`src/rtl/sd_card_cmd.sv`:
```
// sd_card_cmd: card-side SD CMD line responder (receive 48-bit commands, transmit R1/R2/R3/R6/R7 responses).
// Optional: define SD_CMD_CRC_CHECK_EN to verify the received CRC7; otherwise only the end bit is checked.
module sd_card_cmd #(
    parameter int unsigned NCR = 2
) (
    input  logic         iclk,
    input  logic         irst,
    input  logic         icmd,
    output logic         ocmd,
    output logic         ocmd_en,
    output logic         ocmd_valid,
    output logic [5:0]   ocmd_index,
    output logic [31:0]  ocmd_arg,
    output logic         ocmd_err,
    input  logic         iresp_valid,
    input  logic         iresp_long,
    input  logic         iresp_nocrc,
    input  logic [5:0]   iresp_index,
    input  logic [119:0] iresp_data,
    output logic         oresp_busy,
    output logic         oresp_done
);

    typedef enum logic [2:0] {IDLE, RX, CHECK, WAIT, TX} state_t;

    localparam logic [6:0] NCR_GAP  = 7'(NCR);
    localparam logic [6:0] WAIT_MAX = 7'd64;

    state_t        state;
    logic [45:0]   rx_sr;
    logic [5:0]    rx_cnt;
    logic [6:0]    gap;
    logic          pending;
    logic          lat_long;
    logic          lat_nocrc;
    logic [5:0]    lat_index;
    logic [119:0]  lat_data;
    logic [126:0]  tx_sr;
    logic [7:0]    tx_cnt;
    logic          tx_long;
    logic          tx_nocrc;
    logic [6:0]    crc;

    logic          frame_good;
    logic          accept;
    logic          go;
    logic          src_long;
    logic          src_nocrc;
    logic [5:0]    src_index;
    logic [119:0]  src_data;
    logic [7:0]    payload_end;

    function automatic logic [6:0] crc7_step(input logic [6:0] c, input logic b);
        logic fb;
        fb = b ^ c[6];
        return {c[5:0], 1'b0} ^ (fb ? 7'h09 : 7'h00);
    endfunction

`ifdef SD_CMD_CRC_CHECK_EN
    function automatic logic [6:0] crc7_bits40(input logic [39:0] m);
        logic [6:0]  c;
        logic [39:0] w;
        c = '0;
        w = m;
        for (int unsigned i = 0; i < 40; i++) begin
            c = crc7_step(c, w[39]);
            w = {w[38:0], 1'b0};
        end
        return c;
    endfunction

    // Start and transmission bits are implied (0 and 1); only bits 45..0 are stored.
    assign frame_good = rx_sr[0] && (crc7_bits40({2'b01, rx_sr[45:8]}) == rx_sr[7:1]);
`else
    assign frame_good = rx_sr[0];
`endif

    always_comb begin
        accept      = (state == WAIT) && icmd && !pending && iresp_valid;
        go          = (state == WAIT) && icmd && (pending || accept) && (gap >= NCR_GAP);
        src_long    = pending ? lat_long  : iresp_long;
        src_nocrc   = pending ? lat_nocrc : iresp_nocrc;
        src_index   = pending ? lat_index : iresp_index;
        src_data    = pending ? lat_data  : iresp_data;
        payload_end = tx_long ? 8'd128 : 8'd40;
    end

    always_ff @(posedge iclk or posedge irst) begin
        if (irst) begin
            state      <= IDLE;
            ocmd       <= 1'b1;
            ocmd_en    <= 1'b0;
            ocmd_valid <= 1'b0;
            ocmd_err   <= 1'b0;
            ocmd_index <= '0;
            ocmd_arg   <= '0;
            oresp_busy <= 1'b0;
            oresp_done <= 1'b0;
            rx_sr      <= '0;
            rx_cnt     <= '0;
            gap        <= '0;
            pending    <= 1'b0;
            lat_long   <= 1'b0;
            lat_nocrc  <= 1'b0;
            lat_index  <= '0;
            lat_data   <= '0;
            tx_sr      <= '0;
            tx_cnt     <= '0;
            tx_long    <= 1'b0;
            tx_nocrc   <= 1'b0;
            crc        <= '0;
        end else begin
            ocmd_valid <= 1'b0;
            ocmd_err   <= 1'b0;
            oresp_done <= 1'b0;
            unique case (state)
                IDLE: begin
                    if (!icmd) begin
                        rx_cnt <= '0;
                        state  <= RX;
                    end
                end
                RX: begin
                    rx_sr  <= {rx_sr[44:0], icmd};
                    rx_cnt <= rx_cnt + 6'd1;
                    if (rx_cnt == 6'd0 && !icmd) begin
                        state <= IDLE;
                    end else if (rx_cnt == 6'd46) begin
                        state <= CHECK;
                    end
                end
                CHECK: begin
                    gap     <= 7'd2;
                    pending <= 1'b0;
                    if (frame_good) begin
                        ocmd_index <= rx_sr[45:40];
                        ocmd_arg   <= rx_sr[39:8];
                        ocmd_valid <= 1'b1;
                        state      <= WAIT;
                    end else begin
                        ocmd_err <= 1'b1;
                        state    <= IDLE;
                    end
                end
                WAIT: begin
                    gap <= gap + 7'd1;
                    if (!icmd) begin
                        pending <= 1'b0;
                        rx_cnt  <= '0;
                        state   <= RX;
                    end else begin
                        if (accept) begin
                            pending   <= 1'b1;
                            lat_long  <= iresp_long;
                            lat_nocrc <= iresp_nocrc;
                            lat_index <= iresp_index;
                            lat_data  <= iresp_data;
                        end
                        if (go) begin
                            // Start bit is registered on the same edge the frame is loaded.
                            ocmd       <= 1'b0;
                            ocmd_en    <= 1'b1;
                            oresp_busy <= 1'b1;
                            tx_cnt     <= 8'd1;
                            crc        <= '0;
                            tx_long    <= src_long;
                            tx_nocrc   <= src_nocrc;
                            tx_sr      <= src_long ? {1'b0, 6'h3F, src_data}
                                                   : {1'b0, src_index, src_data[31:0], 88'd0};
                            pending    <= 1'b0;
                            state      <= TX;
                        end else if (!pending && !accept && gap >= WAIT_MAX) begin
                            state <= IDLE;
                        end
                    end
                end
                TX: begin
                    tx_cnt <= tx_cnt + 8'd1;
                    if (tx_cnt < payload_end) begin
                        ocmd  <= tx_sr[126];
                        tx_sr <= {tx_sr[125:0], 1'b0};
                        // Long frames exclude the transmission bit and reserved ones from the CRC.
                        if (!(tx_long && tx_cnt < 8'd8)) begin
                            crc <= crc7_step(crc, tx_sr[126]);
                        end
                    end else if (tx_cnt < payload_end + 8'd7) begin
                        ocmd <= tx_nocrc | crc[6];
                        crc  <= {crc[5:0], 1'b0};
                    end else if (tx_cnt == payload_end + 8'd7) begin
                        ocmd <= 1'b1;
                    end else begin
                        ocmd       <= 1'b1;
                        ocmd_en    <= 1'b0;
                        oresp_busy <= 1'b0;
                        oresp_done <= 1'b1;
                        state      <= IDLE;
                    end
                end
                default: state <= IDLE;
            endcase
        end
    end

endmodule
```
`config.mk`:
```
export PLATFORM = sky130hd
export DESIGN_NAME = sd_card_cmd
export DESIGN_NICKNAME = d
export VERILOG_FILES = /design/src/rtl/sd_card_cmd.sv
export SDC_FILE = /design/constraint.sdc
export NUM_CORES = 1
export LEC_CHECK = 0
export CORE_ASPECT_RATIO = 0.9
export CORE_UTILIZATION = 45
export DETAILED_ROUTE_END_ITERATION = 7
export PLACE_DENSITY = 0.64
export SLEW_MARGIN = 20
export SYNTH_ARGS = -nofsm -noshare
export SYNTH_HDL_FRONTEND = slang
export SYNTH_SLANG_ARGS = --single-unit
```
`constraint.sdc`:
```
create_clock -name iclk -period 18.6 [get_ports iclk]
set_input_delay 1.86 -clock iclk [delete_from_list [all_inputs] [get_ports iclk]]
set_output_delay 1.86 -clock iclk [all_outputs]
set_load 0.01 [all_outputs]
```
### Yosys cells after proc, flatten, opt, wreduce, memory -nomap -nowiden

Cells that the tools add are included.

| word-level totals | value |
|---|---|
| input bits | 132 |
| output and inout bits | 44 |
| bits in registers | 378 |
| logic and storage cells | 138 |

| cells by class | value |
|---|---|
| bitwise logic cells | 3 |
| reductions and logical operators | 29 |
| add/sub/neg operators | 4 |
| $lt $le $gt $ge | 5 |
| multiplexer cells | 57 |
| equal/unequal tests | 19 |

Operators by type and width:

| kind | number |
|---|---|
| $mux W127 | 3 |
| $pmux W127 S2 | 1 |
| $mux W126 | 1 |
| $mux W120 | 1 |
| $mux W7 | 5 |
| $pmux W7 S2 | 2 |
| $mux W3 | 9 |
| $mux W8 | 3 |
| $mux W1 | 22 |
| $lt A8 B8 Y1 | 2 |
| $ne A2 B2 Y1 const B | 8 |
| $pmux W8 S2 | 1 |
| $pmux W3 S5 | 1 |
| $mux W6 | 2 |
| $pmux W6 S2 | 1 |
| $reduce_and A6 Y1 | 2 |
| $logic_and A1 B1 Y1 | 9 |
| $ne A3 B3 Y1 const B | 3 |
| $reduce_and A3 Y1 | 3 |
| $add A8 B1 Y8 const B | 1 |
| $add A8 B3 Y8 const B | 1 |
| $eq A8 B8 Y1 | 1 |
| $lt A8 B4 Y1 const B | 1 |
| $add A7 B1 Y7 const B | 1 |
| 24 further kinds | 33 |

### Depth between registers and ports, before layout

| depth | value |
|---|---|
| word-level depth | 11 |
| depth in mapped cells | 9 |
| mapped depth without buffers | 7 |

### Worst setup path after synthesis

No wires, ideal clock.

| timing | value |
|---|---|
| kind | input to register |
| start | input iresp_long |
| end | register tx_sr[10] |
| buffers on the path | 3 |
| stages on the path | 7 |
| setup time | 0.073 ns |
| slack | 15.274 ns |
| arrival time | 3.253 ns |
| data required time | 18.527 ns |
| cell sequence | buf_2 mux2i_1 nor2_1 buf_2 buf_1 a221oi_2 nor2_1 |

| between the ends | value |
|---|---|
| longest elaborated chain between the ends | 5 |

RTL lines:

| element | line | source |
|---|---|---|
| start, declared | 16 | `input logic iresp_long,` |
| $mux W1 | 81 | `src_long = pending ? lat_long : iresp_long;` |
| $mux W126 | 168 | `tx_sr <= src_long ? {1'b0, 6'h3F, src_data}` |
| $mux W127 | 159 | `if (go) begin` |
| $mux W127 | 147 | `if (!icmd) begin` |
| $pmux W127 S2 | 116 | `unique case (state)` |
| end signal, assigned | 168 |  |
| end signal, assigned | 181 | `tx_sr <= {tx_sr[125:0], 1'b0};` |
| end, declared | 38 | `logic [126:0] tx_sr;` |

No other way between the ends. The select of a mux whose other input is x is not followed.
A chain may end at the register's enable or synchronous reset.

==> flow_metrics.env <==
export IMPL_drt_pass1_iterations=4
export IMPL_cts_tree="done"
export IMPL_critPathRequiredTime_ns=19.04
export IMPL_die_h_um=191
export IMPL_ys_seq_area_share_pct=53.2
export IMPL_leakagePower_nw=9.06
export IMPL_cts_sinks=378
export IMPL_period_minus_slack_ns=5.07
export IMPL_synth_top_flop_cell="dfrtp_1"
export IMPL_setup_viol=0
export IMPL_synthesis_nets=1633
export IMPL_critPathCaptureType="asynchronous set/reset pin"
export IMPL_start_util_pct=46.1
export IMPL_cts_buffers=42
export IMPL_drv_cap=0
export IMPL_syn_area_sq_mm=0.0178
export IMPL_syn_inst=1491
export IMPL_path_clk_slew_ns=0.06
export IMPL_crit_path_start_kind="input port"
export IMPL_cp_max_fo=121
export IMPL_mostFrequentLayoutCells="375 x dfrtp_1, 300 x mux2_2, 195 x nor2_1"
export IMPL_synth_area_leaders="dfrtp_1 53%, mux2_2 19%, nor2_1 4.2%"
export IMPL_final_common_cell="dfrtp_1"
export IMPL_grt_pass1_vias=12118
export IMPL_drv_slew=0
export IMPL_p_sw_mw=0.958
export IMPL_antenna_found_initial=3
export IMPL_ys_warn_count=0
export IMPL_power_frac_comb_pct=28.3
export IMPL_boundaryPins=176
export IMPL_core_area_sq_mm=0.0386
export IMPL_hpwlAfterDp_um=22900
export IMPL_fin_nets=1757
export IMPL_wl_per_cell_um=17.5
export IMPL_placed_cells=2095
export IMPL_die_area_sq_mm=0.0403
export IMPL_grt_max_degree=122
export IMPL_rrSetupSlack_ns=15.03
export IMPL_crit_arrival_ns=5.51
export IMPL_gp_congestion=0.777
export IMPL_post_place_ws_ns=12.70
export IMPL_cts_hold_buffers=0
export IMPL_instances_no_fill=2171
export IMPL_rsz0062_at_grt="no"
export IMPL_synth_edf_count=0
export IMPL_port_buffer_count=175
export IMPL_rows=68
export IMPL_ant_nets=0
export IMPL_yosysUniqueCellTypes=54
export IMPL_slew_headroom_pct=25.6
export IMPL_timing_final_ws_setup_ns=13.53
export IMPL_route_detailed_drc=0
export IMPL_drive_above_1_share_pct=26.6
export IMPL_cts_root_buffer="clkbuf_16"
export IMPL_overflow=0
export IMPL_hold_end="tx_sr[100]"
export IMPL_synth_top_area_share_pct=53.0
export IMPL_hp_start="tx_sr[100]"
export IMPL_cts_resized_gates=0
export IMPL_hp_class="register to register"
export IMPL_worstRegToRegCells=10
export IMPL_power_share_clock_pct=27.9
export IMPL_cts_htree_levels=2
export IMPL_synth_top_cell_by_area="dfrtp_1"
export IMPL_r2r_end="tx_sr[57]"
export IMPL_switching_share_pct=31.0
export IMPL_vias=11839
export IMPL_area_growth_pct=19.9
export IMPL_die_w_um=212
export IMPL_async_reset_ff_share_pct=100
export IMPL_drt_iter0_drc=751
export IMPL_avgSynthCellArea_sq_um=11.9
export IMPL_vias_per_cell=5.45
export IMPL_max_freq_ghz=0.197
export IMPL_critPathKind="input port to asynchronous set/reset pin"
export IMPL_hold_depth=2
export IMPL_status="finished, final reports clean"
export IMPL_clkLatencyLatePin_ns=0.53
export IMPL_worst_r2r_startpoint="gap[0]"
export IMPL_grt_pass1_wl_um=63500
export IMPL_finalHoldViolations=0
export IMPL_post_cts_setup_buffers=0
export IMPL_ys_ff_latch=378
export IMPL_grt_use_total_pct=19.4
export IMPL_fin_skew_ns=0.0114
export IMPL_routed_wl_um=38000
export IMPL_p_int_mw=2.14
export IMPL_max_vdd_ir_drop_mv=0.0826
export IMPL_setup_tns_ns=0
export IMPL_cts_buffer_depth=3
export IMPL_pwr_density_cell_mw_per_mm2=145
export IMPL_period_share_pct=27.2
export IMPL_worst_pin_slew_ns=1.12
export IMPL_power_frac_seq_pct=43.8
[flip-flops by register name, indices dropped and copies added, names as in the netlist]
register    count
tx_sr         127
lat_nocrc       1
tx_long         1
lat_index       6
oresp_busy      1
rx_sr          46
lat_long        1
gap             7
ocmd_arg       32
oresp_done      1
state           3
ocmd_err        1
ocmd_valid      1
ocmd_index      6
rx_cnt          6
pending         1
tx_nocrc        1
lat_data      120
crc             7
tx_cnt          8
ocmd            1
[kinds of logic (layout without fill, tap and decap cells)]
family,Yosys count,count (layout),share of synthesized area (%)
flops,378,378,53.2
mux,348,348,21.8
simple gates,344,344,8.39
compound gates,278,278,12.4
buf+inv,125,279,3.21
fa+ha+maj,10,10,0.703
xor+xnor,8,8,0.394
other cells,0,1,0
[power groups by stage]
stage	Clock (mW)	Sequential [mW]	Combinational, mW
finish	0.862	1.36	0.875
global route	0.924	1.40	0.981
CTS	0.888	1.36	0.875
detailed placement	0	1.38	0.870
global placement	0	1.36	0.843
floorplan	0	1.29	0.714
[worst max-delay path, stage by stage]
cell and delay (ns):
clkdlybuf4s50_1 0.50, inv_8 0.62, buf_4 0.75, buf_4 0.85, buf_4 0.81
[cells in the mapped netlist (all sizes together) (3+ instances only)]
cell type	instances
xor2	7
inv	11
a211o	3
nand2b	3
a21o	3
dfrtp	377
nor3b	3
o22ai	6
mux2i	39
o21ai	55
a221oi	88
a21oi	42
nor3	14
clkbuf	47
buf	67
nand3	8
nand2	70
a211oi	64
ha	10
nor2b	34
nor2	198
mux2	309
a22o	5
[layout make-up]
class | instances | area [sq um]
clock buffers | 60 | 1250
inverters | 11 | 48.8
well taps | 525 | 657
repair buffers | 194 | 1900
multi-input cells | 988 | 7810
flip-flops and latches | 378 | 9470
diodes | 1 | 2.50
clock inverters | 14 | 204
fillers | 3367 | 17300
[worst max path at each step]
stage,startpoint,to,slack (ns),cells after the start
CTS,irst,pending,13.28,5
floorplan,irst,crc[0],6.24,1
global placement,irst,pending,12.73,5
global route,irst,pending,12.87,5
detailed placement,irst,pending,12.70,5
finish,irst,pending,13.53,5
[routing by layer]
metal	wire [um]	track usage [%]
met5	32	0
met4	659	4.82
met3	1600	3.61
met2	17700	31.1
met1	18000	27.2
[per-stage QoR]
| step | area, sq um | hold slack (ns) | total power, mW | utilization, % |
|---|---|---|---|---|
| after floorplan | 17800 | 0.449 | 2.00 | - |
| after global placement | 19900 | 0.462 | 2.20 | 51.4 |
| after detailed placement | 19900 | 0.472 | 2.25 | 51.4 |
| after CTS | 21300 | 0.485 | 3.13 | 55.2 |
| after global routing | 21300 | 0.502 | 3.30 | 55.2 |
| final | 21300 | 0.481 | 3.09 | 55.2 |
Power figures use the tool's default switching activity.
